File: config.mk
export PLATFORM = sky130hd
export DESIGN_NAME = parity_serial_sched_flat
export DESIGN_NICKNAME = d
export VERILOG_FILES = /design/src/rtl/parity_serial_sched_if.sv /design/src/rtl/parity_serial_sched.sv /design/src/flat_wrapper.sv
export SDC_FILE = /design/constraint.sdc
export NUM_CORES = 1
export LEC_CHECK = 0
export BUFFER_PORTS_ARGS = -buffer_cell sky130_fd_sc_hd__buf_2
export CORE_MARGIN = 5
export CORE_UTILIZATION = 55
export CTS_CLUSTER_DIAMETER = 80
export DETAILED_ROUTE_END_ITERATION = 10
export MAX_ROUTING_LAYER = met4
export PLACE_DENSITY = 0.94
export SYNTH_ARGS = -nofsm -noshare
export SYNTH_HDL_FRONTEND = slang
export SYNTH_SLANG_ARGS = --single-unit
File: constraint.sdc
create_clock -name clk -period 3.94 [get_ports clk]
set_clock_uncertainty 0.2 [all_clocks]
set_input_delay 0.394 -clock clk [delete_from_list [all_inputs] [get_ports clk]]
set_output_delay 0.394 -clock clk [all_outputs]
set_load 0.01 [all_outputs]
File: src/rtl/parity_serial_sched_if.sv
// rtl/parity_serial_sched_if.sv - requester, serial tap and result bundle for parity_serial_sched
interface parity_serial_sched_if #(
  parameter int WIDTH = 8
);
  logic             req0_valid;
  logic [WIDTH-1:0] req0_data;
  logic             req0_par;
  logic             req0_ready;
  logic             req1_valid;
  logic [WIDTH-1:0] req1_data;
  logic             req1_par;
  logic             req1_ready;
  logic             ser_valid;
  logic             ser_data;
  logic             busy;
  logic             done_valid;
  logic             done_id;
  logic             done_parity;
  logic             done_err;
  logic [7:0]       err_cnt;

  // requester / observer side
  modport master (
    output req0_valid, req0_data, req0_par,
    output req1_valid, req1_data, req1_par,
    input  req0_ready, req1_ready,
    input  ser_valid, ser_data, busy,
    input  done_valid, done_id, done_parity, done_err, err_cnt
  );

  // scheduler side
  modport slave (
    input  req0_valid, req0_data, req0_par,
    input  req1_valid, req1_data, req1_par,
    output req0_ready, req1_ready,
    output ser_valid, ser_data, busy,
    output done_valid, done_id, done_parity, done_err, err_cnt
  );
endinterface

File: src/rtl/parity_serial_sched.sv
// rtl/parity_serial_sched.sv - round-robin bit-serial parity scheduler for two requesters
module parity_serial_sched #(
  parameter int WIDTH = 8,
  parameter bit ODD   = 1'b0
) (
  input logic                 clk,
  input logic                 rst,
  parity_serial_sched_if.slave bus
);

  localparam int CW = (WIDTH > 1) ? $clog2(WIDTH) : 1;
  localparam logic [CW-1:0] LAST_BIT = CW'(WIDTH - 1);

  typedef enum logic [1:0] {
    IDLE  = 2'd0,
    SHIFT = 2'd1,
    DONE  = 2'd2
  } state_t;

  state_t           state;
  logic             last_grant;
  logic [WIDTH-1:0] shreg;
  logic [CW-1:0]    bit_cnt;
  logic             acc;
  logic             cap_par;
  logic             cap_id;

  logic             ser_valid_r;
  logic             done_valid_r;
  logic             done_id_r;
  logic             done_parity_r;
  logic             done_err_r;
  logic [7:0]       err_cnt_r;

  logic             grant0;
  logic             grant1;
  logic             ready0;
  logic             ready1;
  logic             par_next;
  logic             err_next;

  // Round-robin grant: a lone requester always wins, a tie goes to the one not served last.
  always_comb begin
    grant0   = bus.req0_valid & (~bus.req1_valid |  last_grant);
    grant1   = bus.req1_valid & (~bus.req0_valid | ~last_grant);
    ready0   = (state == IDLE) & grant0;
    ready1   = (state == IDLE) & grant1;
    // The last bit is folded in here so the result is ready on the final shift edge.
    par_next = acc ^ shreg[0] ^ ODD;
    err_next = par_next ^ cap_par;
  end

  assign bus.req0_ready  = ready0;
  assign bus.req1_ready  = ready1;
  assign bus.ser_valid   = ser_valid_r;
  assign bus.ser_data    = ser_valid_r & shreg[0];
  assign bus.busy        = (state != IDLE);
  assign bus.done_valid  = done_valid_r;
  assign bus.done_id     = done_id_r;
  assign bus.done_parity = done_parity_r;
  assign bus.done_err    = done_err_r;
  assign bus.err_cnt     = err_cnt_r;

  // Scheduler FSM: accept a word, shift it out LSB first while accumulating parity, report once.
  always_ff @(posedge clk) begin
    if (rst) begin
      state         <= IDLE;
      last_grant    <= 1'b1;
      shreg         <= '0;
      bit_cnt       <= '0;
      acc           <= 1'b0;
      cap_par       <= 1'b0;
      cap_id        <= 1'b0;
      ser_valid_r   <= 1'b0;
      done_valid_r  <= 1'b0;
      done_id_r     <= 1'b0;
      done_parity_r <= 1'b0;
      done_err_r    <= 1'b0;
      err_cnt_r     <= 8'd0;
    end else begin
      case (state)
        IDLE: begin
          done_valid_r <= 1'b0;
          if (ready0 || ready1) begin
            shreg       <= ready1 ? bus.req1_data : bus.req0_data;
            cap_par     <= ready1 ? bus.req1_par  : bus.req0_par;
            cap_id      <= ready1;
            last_grant  <= ready1;
            acc         <= 1'b0;
            bit_cnt     <= '0;
            ser_valid_r <= 1'b1;
            state       <= SHIFT;
          end
        end
        SHIFT: begin
          acc     <= acc ^ shreg[0];
          shreg   <= shreg >> 1;
          bit_cnt <= bit_cnt + 1'b1;
          if (bit_cnt == LAST_BIT) begin
            ser_valid_r   <= 1'b0;
            done_valid_r  <= 1'b1;
            done_id_r     <= cap_id;
            done_parity_r <= par_next;
            done_err_r    <= err_next;
            if (err_next && (err_cnt_r != 8'hFF)) begin
              err_cnt_r <= err_cnt_r + 8'd1;
            end
            state <= DONE;
          end
        end
        DONE: begin
          done_valid_r <= 1'b0;
          state        <= IDLE;
        end
        default: begin
          ser_valid_r  <= 1'b0;
          done_valid_r <= 1'b0;
          state        <= IDLE;
        end
      endcase
    end
  end

endmodule

File: src/flat_wrapper.sv
// flat-port wrapper written by rule: the top's interface ports become plain ports
module parity_serial_sched_flat 
#(
  parameter int WIDTH = 8,
  parameter bit ODD   = 1'b0
)
  (clk, rst, bus_req0_valid, bus_req0_data, bus_req0_par, bus_req1_valid, bus_req1_data, bus_req1_par, bus_req0_ready, bus_req1_ready, bus_ser_valid, bus_ser_data, bus_busy, bus_done_valid, bus_done_id, bus_done_parity, bus_done_err, bus_err_cnt);
  parity_serial_sched_if #(.WIDTH(WIDTH)) bus_i ();
  input logic clk;
  input logic rst;
  input wire logic [$bits(bus_i.req0_valid)-1:0] bus_req0_valid;
  input wire logic [$bits(bus_i.req0_data)-1:0] bus_req0_data;
  input wire logic [$bits(bus_i.req0_par)-1:0] bus_req0_par;
  input wire logic [$bits(bus_i.req1_valid)-1:0] bus_req1_valid;
  input wire logic [$bits(bus_i.req1_data)-1:0] bus_req1_data;
  input wire logic [$bits(bus_i.req1_par)-1:0] bus_req1_par;
  output wire logic [$bits(bus_i.req0_ready)-1:0] bus_req0_ready;
  output wire logic [$bits(bus_i.req1_ready)-1:0] bus_req1_ready;
  output wire logic [$bits(bus_i.ser_valid)-1:0] bus_ser_valid;
  output wire logic [$bits(bus_i.ser_data)-1:0] bus_ser_data;
  output wire logic [$bits(bus_i.busy)-1:0] bus_busy;
  output wire logic [$bits(bus_i.done_valid)-1:0] bus_done_valid;
  output wire logic [$bits(bus_i.done_id)-1:0] bus_done_id;
  output wire logic [$bits(bus_i.done_parity)-1:0] bus_done_parity;
  output wire logic [$bits(bus_i.done_err)-1:0] bus_done_err;
  output wire logic [$bits(bus_i.err_cnt)-1:0] bus_err_cnt;
  assign bus_i.req0_valid = bus_req0_valid;
  assign bus_i.req0_data = bus_req0_data;
  assign bus_i.req0_par = bus_req0_par;
  assign bus_i.req1_valid = bus_req1_valid;
  assign bus_i.req1_data = bus_req1_data;
  assign bus_i.req1_par = bus_req1_par;
  assign bus_req0_ready = bus_i.req0_ready;
  assign bus_req1_ready = bus_i.req1_ready;
  assign bus_ser_valid = bus_i.ser_valid;
  assign bus_ser_data = bus_i.ser_data;
  assign bus_busy = bus_i.busy;
  assign bus_done_valid = bus_i.done_valid;
  assign bus_done_id = bus_i.done_id;
  assign bus_done_parity = bus_i.done_parity;
  assign bus_done_err = bus_i.done_err;
  assign bus_err_cnt = bus_i.err_cnt;
  parity_serial_sched #(.WIDTH(WIDTH), .ODD(ODD)) u_core (.clk(clk), .rst(rst), .bus(bus_i));
endmodule
==> results.ini, run 1 <==
[run]
drv_cap = 0

[outcome]
outcome = finished, final reports clean

[floorplan]
initial_utilization_pct = 57.1
core_mm2 = 0.00248
io_pins = 39
dieHeight_um = 60.7
die_area_mm2 = 0.00368
die_w_um = 60.7
row_count = 18

[clock_tree]
cts_buffer_depth = 2
path_clk_slew_ns = 0.09
cts_tree = built
post-cts-setup-buffers = 0
cts_buffers = 5
cts_resized = 0
clock_latency_ns = 0.33
root_buffer = clkbuf_4
holdBufCountCts = 0
h-tree-depth = 2
cts_sinks = 30

[power_and_ir_drop]
p_leak_nw = 0.752
peakVddDrop_uv = 336
p_per_area_mw_per_mm2 = 374

[hold_path]
whs_path_depth = 3
holdCritPathClass = input port to flip-flop
min-delay-start = bus_req1_par
whs_endpoint = u_core.cap_par

[setup_path]
reg2reg_depth = 6
r2r_start = u_core.bit_cnt[0]
critical_path_required_ns = 3.35
max_stage_delay_ns = 0.60
worstPathArrival_ns = 1.77
timing.rr.end = u_core.bus.err_cnt[5]
cp-start-kind = flip-flop
slowest_stage = a21boi_1
cp_max_fo = 9
critPathBufInv = 2
r2r_slack_ns = 1.78
critPathTopFamily = compound AO/OA/AOI/OAI gates
path_cells = a21boi_1 > nand2_1 > inv_1 > buf_2
path_class = flip-flop to output port
endpoint_kind = output port

[final_layout]
fin_util_pct = 68.4
final-seq-area_um2 = 601
multi_input_area_um2 = 764
layoutNonFillerInstCount = 232
filler_cell_count = 218
drive_above_1_share_pct = 29.7
final_area_mm2 = 0.00169
antennaDiodeCount = 0
fin_nets = 226
area_growth_pct = 19.8

[route]
routed_wl_mm = 3.10
vias = 1301
vias_per_cell = 5.61
detail-route-antenna-nets = 0
firstDrtPassIters = 4
drt_first_iter_violations = 43
wl_per_cell_um = 13.4
route.detailed.drc = 0

[global_route]
grt_usage_pct = 20.0
grt_pass1_vias = 1266
grt_pass1_wl_mm = 5.27
overflow = 0
antenna_found_initial = 0
grt_max_degree = 32

[sta]
worst_hold_slack_ns = 0.146
rsz0062_at_grt = false
clock.fmax_ghz = 0.423
fin_crit_sh_pct = 60.1
slew_headroom_pct = 26.9
fin_crit_ns = 2.37
fin_tns_setup_ns = 0
drv_slew = 0
finalSetupViolCount = 0
tightest_slew_ns = 1.09
finalHoldViolations = 0

[placed_design]
hpwl_mm = 2.17
place_inst = 224
placed_area_mm2 = 0.00162
io_buffers = 38
place.gp.congestion = 0.847

[yosys]
syn_area_mm2 = 0.00141
synth_edf_count = 0
synth_top_area_share_pct = 42.5
synth_area_leader_cell = dfxtp_1
ys_seq_area_share_pct = 42.5
synth_nets = 188
syn_avg_cell_area_um2 = 8.67
synth-warning-count = 0
synthCells = 163
synthDistinctLibCells = 39
synth.most_common_cell = dfxtp_1
async_flop_share_pct = 0
ys_seq_elements = 30
netlist_top_cells_count = dfxtp_1, a21oi_1, nand2_1
ys_top_cells_by_area = dfxtp_1, a21oi_1, mux2_2
synth-main-ff-cell = dfxtp_1

## cell usage in the layout, fill, tap and decap left out, types with 5 or more instances in the layout
cell type / synthesis / final
a21oi_1: 19 / 19
a22oi_1: 7 / 7
buf_2: 0 / 38
clkbuf_4: 0 / 5
dfxtp_1: 30 / 30
inv_1: 6 / 6
mux2_2: 8 / 8
nand2_1: 19 / 19
nand3_1: 6 / 6
nor2_1: 17 / 17
## worst reg2reg max path, delay by kind of cell, from the launching register on
kind	cells	cell delay [ns]
and+or+nand+nor	3	1.02
DFF	1	0.37
adders and majority gates	2	0.38
AOI/OAI and AO/OA	1	0.14
## flip-flops by register name (all words and copies together) (netlist names)
| name | count |
|---|---|
| u_core.cap_id | 1 |
| u_core.bus.err_cnt | 8 |
| u_core.bus.ser_valid | 1 |
| u_core.cap_par | 1 |
| u_core.state | 2 |
| u_core.last_grant | 1 |
| u_core.bit_cnt | 3 |
| u_core.bus.done_err | 1 |
| u_core.acc | 1 |
| u_core.bus.done_parity | 1 |
| u_core.shreg | 8 |
| u_core.bus.done_valid | 1 |
| u_core.bus.done_id | 1 |
## how the worst max path moves through the flow
stage / cells past startpoint / slack (ns) / start / end
finish: 4 / 1.57 / u_core.last_grant / bus_req1_ready
CTS: 4 / 1.55 / u_core.last_grant / bus_req1_ready
detailed placement: 5 / 1.54 / bus_req1_valid / u_core.shreg[7]
global placement: 5 / 1.72 / bus_req1_valid / u_core.shreg[7]
floorplan: 7 / 1.83 / u_core.bit_cnt[0] / u_core.bus.err_cnt[5]
global route: 4 / 1.43 / u_core.last_grant / bus_req1_ready
## where the power goes
part	total [mW]	internal, mW	leakage (nW)	switching (mW)
Sequential	0.327	0.317	0.245	0.0108
Combinational	0.0810	0.0367	0.462	0.0443
Clock	0.225	0.122	0.0446	0.103
Total	0.633	0.475	0.752	0.158
## layer usage
layer	global-route usage, %	part of all wire, %	vias to the layer above
li1	-	-	662
met1	21.9	43	600
met2	33.0	48	34
met3	5.32	6.4	5
met4	10.5	1.8	0
met5	-	0	-
## cell type report
class / count / share of cell area (%)
inverters: 6 / 1.33
well taps: 30 / 2.22
repair buffers: 38 / 11.2
flip-flops and latches: 30 / 35.5
multi-input cells: 120 / 45.1
clock buffers: 8 / 4.65
## through the flow
stage / total power [mW] / setup WS [ns]
6_report: 0.633 / 1.57
5_1_grt: 0.663 / 1.43
3_5_place_dp: 0.413 / 1.54
3_3_place_gp: 0.411 / 1.72
2_1_floorplan: 0.387 / 1.83
4_1_cts: 0.638 / 1.55
## cell families (layout without fill, tap and decap cells)
group	after synthesis	count (layout)	synth area share, %
mux	10	10	7.79
compound gates	43	43	19.0
fa+ha+maj	3	3	2.66
simple gates	61	61	21.6
buf+inv	13	52	3.45
flops	30	30	42.5
xor+xnor	3	3	3.01
No activity file was read; power rests on OpenSTA's default activity.
==> inputs of run 2 (changes only) <==
--- a/config.mk
+++ b/config.mk
@@ -7,11 +7,11 @@
 export LEC_CHECK = 0
 export BUFFER_PORTS_ARGS = -buffer_cell sky130_fd_sc_hd__buf_2
 export CORE_MARGIN = 5
-export CORE_UTILIZATION = 55
+export CORE_UTILIZATION = 51
 export CTS_CLUSTER_DIAMETER = 80
 export DETAILED_ROUTE_END_ITERATION = 10
 export MAX_ROUTING_LAYER = met4
-export PLACE_DENSITY = 0.94
+export PLACE_DENSITY = 0.89
 export SYNTH_ARGS = -nofsm -noshare
 export SYNTH_HDL_FRONTEND = slang
 export SYNTH_SLANG_ARGS = --single-unit
==> constraint.sdc (replaced) <==
create_clock -name clk -period 2.4 [get_ports clk]
set_clock_uncertainty 0.2 [all_clocks]
set_input_delay 0.24 -clock clk [delete_from_list [all_inputs] [get_ports clk]]
set_output_delay 0.24 -clock clk [all_outputs]
set_load 0.01 [all_outputs]
==> results.ini, run 2 (synthesized netlist as in run 1, its figures left out) <==
[power_and_ir_drop]
peakVddDrop_uv = 398  ; +19%
p_per_area_mw_per_mm2 = 603  ; +61%
p_leak_nw = 0.782  ; +4.0%

[clock_tree]
cts_buffer_depth = 2  ; unchanged
cts_tree = built
h-tree-depth = 2  ; unchanged
clock_latency_ns = 0.32  ; about the same
cts_sinks = 30  ; unchanged
root_buffer = clkbuf_4
cts_buffers = 5  ; unchanged
path_clk_slew_ns = 0.10  ; about the same

[setup_path]
path_class = flip-flop to flip-flop
cp-start-kind = flip-flop
critical_path_required_ns = 2.45  ; -0.90 ns
cp_max_fo = 7  ; -2
worstPathArrival_ns = 2.28  ; +0.51 ns
endpoint_kind = flip-flop

[route]
drt_first_iter_violations = 88  ; +100%
route.detailed.drc = 0  ; unchanged
vias = 1349  ; +3.7%
wl_per_cell_um = 13.0  ; -2.6%
firstDrtPassIters = 4  ; unchanged
routed_wl_mm = 3.11  ; +0.29%
detail-route-antenna-nets = 0  ; unchanged
vias_per_cell = 5.64  ; +0.65%

[final_layout]
filler_cell_count = 247  ; +13%
fin_nets = 232  ; +2.7%
layoutNonFillerInstCount = 239  ; +3.0%
area_growth_pct = 23.5
drive_above_1_share_pct = 30.8  ; +1.1 points
mostFrequentLayoutCell = buf_2
mostFrequentLayoutCells = buf_2, dfxtp_1, nand2_1, a21oi_1, nor2_1
antennaDiodeCount = 0  ; unchanged

[floorplan]
row_count = 19  ; +1
initial_utilization_pct = 52.2  ; -4.9 points
die_area_mm2 = 0.00393  ; +6.5%
die_w_um = 62.7  ; +3.2%
core_mm2 = 0.00271  ; +9.4%
dieHeight_um = 62.7  ; +3.2%
io_pins = 39  ; unchanged

[sta]
clock.fmax_ghz = 0.450
fin_crit_ns = 2.22
tightest_slew_ns = 0.554  ; -0.534 ns
slew_headroom_pct = 63.1  ; +36 points
drv_slew = 0  ; unchanged
finalSetupViolCount = 0  ; unchanged
fin_crit_sh_pct = 92.7
rsz0062_at_grt = false
fin_tns_setup_ns = 0  ; unchanged
finalHoldViolations = 0  ; unchanged

[placed_design]
place_inst = 229  ; +2.2%
hpwl_mm = 2.19  ; +1.0%
io_buffers = 38  ; unchanged
place.gp.congestion = 0.751  ; -11%

[global_route]
met3_usage_pct = 4.86  ; -0.46 points
grt_pass1_wl_mm = 5.19  ; -1.6%
grt_pass1_vias = 1212  ; -4.3%
grt_max_degree = 32  ; unchanged
grt_usage_pct = 16.4  ; -3.6 points
antenna_found_initial = 0  ; unchanged
grtUsageMet1_pct = 19.8  ; -2.1 points
grt_busiest_layer = met2
overflow = 0  ; unchanged
grt.met2_usage_pct = 25.5  ; -7.5 points

[outcome]
outcome = finished, final reports clean

[hold_path]
holdCritPathClass = input port to flip-flop

[run]
drv_cap = 0  ; unchanged

==> run 2: what timing repair did <==
item / in CTS / in global routing
buffers inserted: 0 / 0
hold buffers: 2 / 0
endpoints found under the hold margin: 1 / 0
gates resized for setup: 0 / 0
==> run 2: critical path: stages (launching register included) <==
cell and delay (ns):
dfxtp_1 0.37, ha_1 0.16, ha_1 0.23, and3b_1 0.37, nand4_4 0.17, or4_1 0.52
a21oi_1 0.14
==> run 2: final timing paths <==
| path | depth (start not counted) | startpoint | slack, ns | end |
|---|---|---|---|---|
| worst min-delay path | 4 | bus_req0_valid | 0.06 | u_core.cap_id |
| worst max register to register | 6 | u_core.bit_cnt[0] | 0.18 | u_core.bus.err_cnt[5] |
| worst min register to register | 2 | u_core.bus.done_err | 0.27 | u_core.bus.done_err |
| worst max-delay path | 6 | u_core.bit_cnt[0] | 0.18 | u_core.bus.err_cnt[5] |
==> run 2: metal layers <==
| metal | vias up | wire length [um] |
|---|---|---|
| met4 | 0 | 38 |
| met3 | 4 | 181 |
| met5 | - | 0 |
| li1 | 680 | - |
| met2 | 39 | 1520 |
| met1 | 626 | 1370 |
==> run 2: metrics by stage <==
step | total power, mW | instance area, um2 | hold WS [ns] | worst slack [ns] | util [%]
2_1_floorplan | 0.636 | 1410 | 0.202 | 0.291 | -
3_3_place_gp | 0.682 | 1650 | 0.246 | 0.302 | 60.8
3_5_place_dp | 0.687 | 1650 | 0.249 | 0.231 | 60.8
4_1_cts | 1.06 | 1750 | 0.0623 | 0.191 | 64.4
5_1_grt | 1.11 | 1750 | 0.101 | 0.0648 | 64.4
6_report | 1.05 | 1750 | 0.0604 | 0.176 | 64.4
==> run 2: power breakdown <==
| group | internal (mW) | switching [mW] | leakage, nW | total (mW) |
|---|---|---|---|---|
| Sequential | 0.520 | 0.0171 | 0.245 | 0.537 |
| Combinational | 0.0700 | 0.0727 | 0.492 | 0.143 |
| Clock | 0.200 | 0.173 | 0.0446 | 0.373 |
==> run 2: area by class of cell <==
class	instances	area, um2	share of cell area [%]
repair buffers	44	240	13.8
clock buffers	8	78.8	4.52
multi-input cells	120	764	43.8
flip-flops and latches	30	601	34.4
well taps	31	38.8	2.22
inverters	6	22.5	1.29
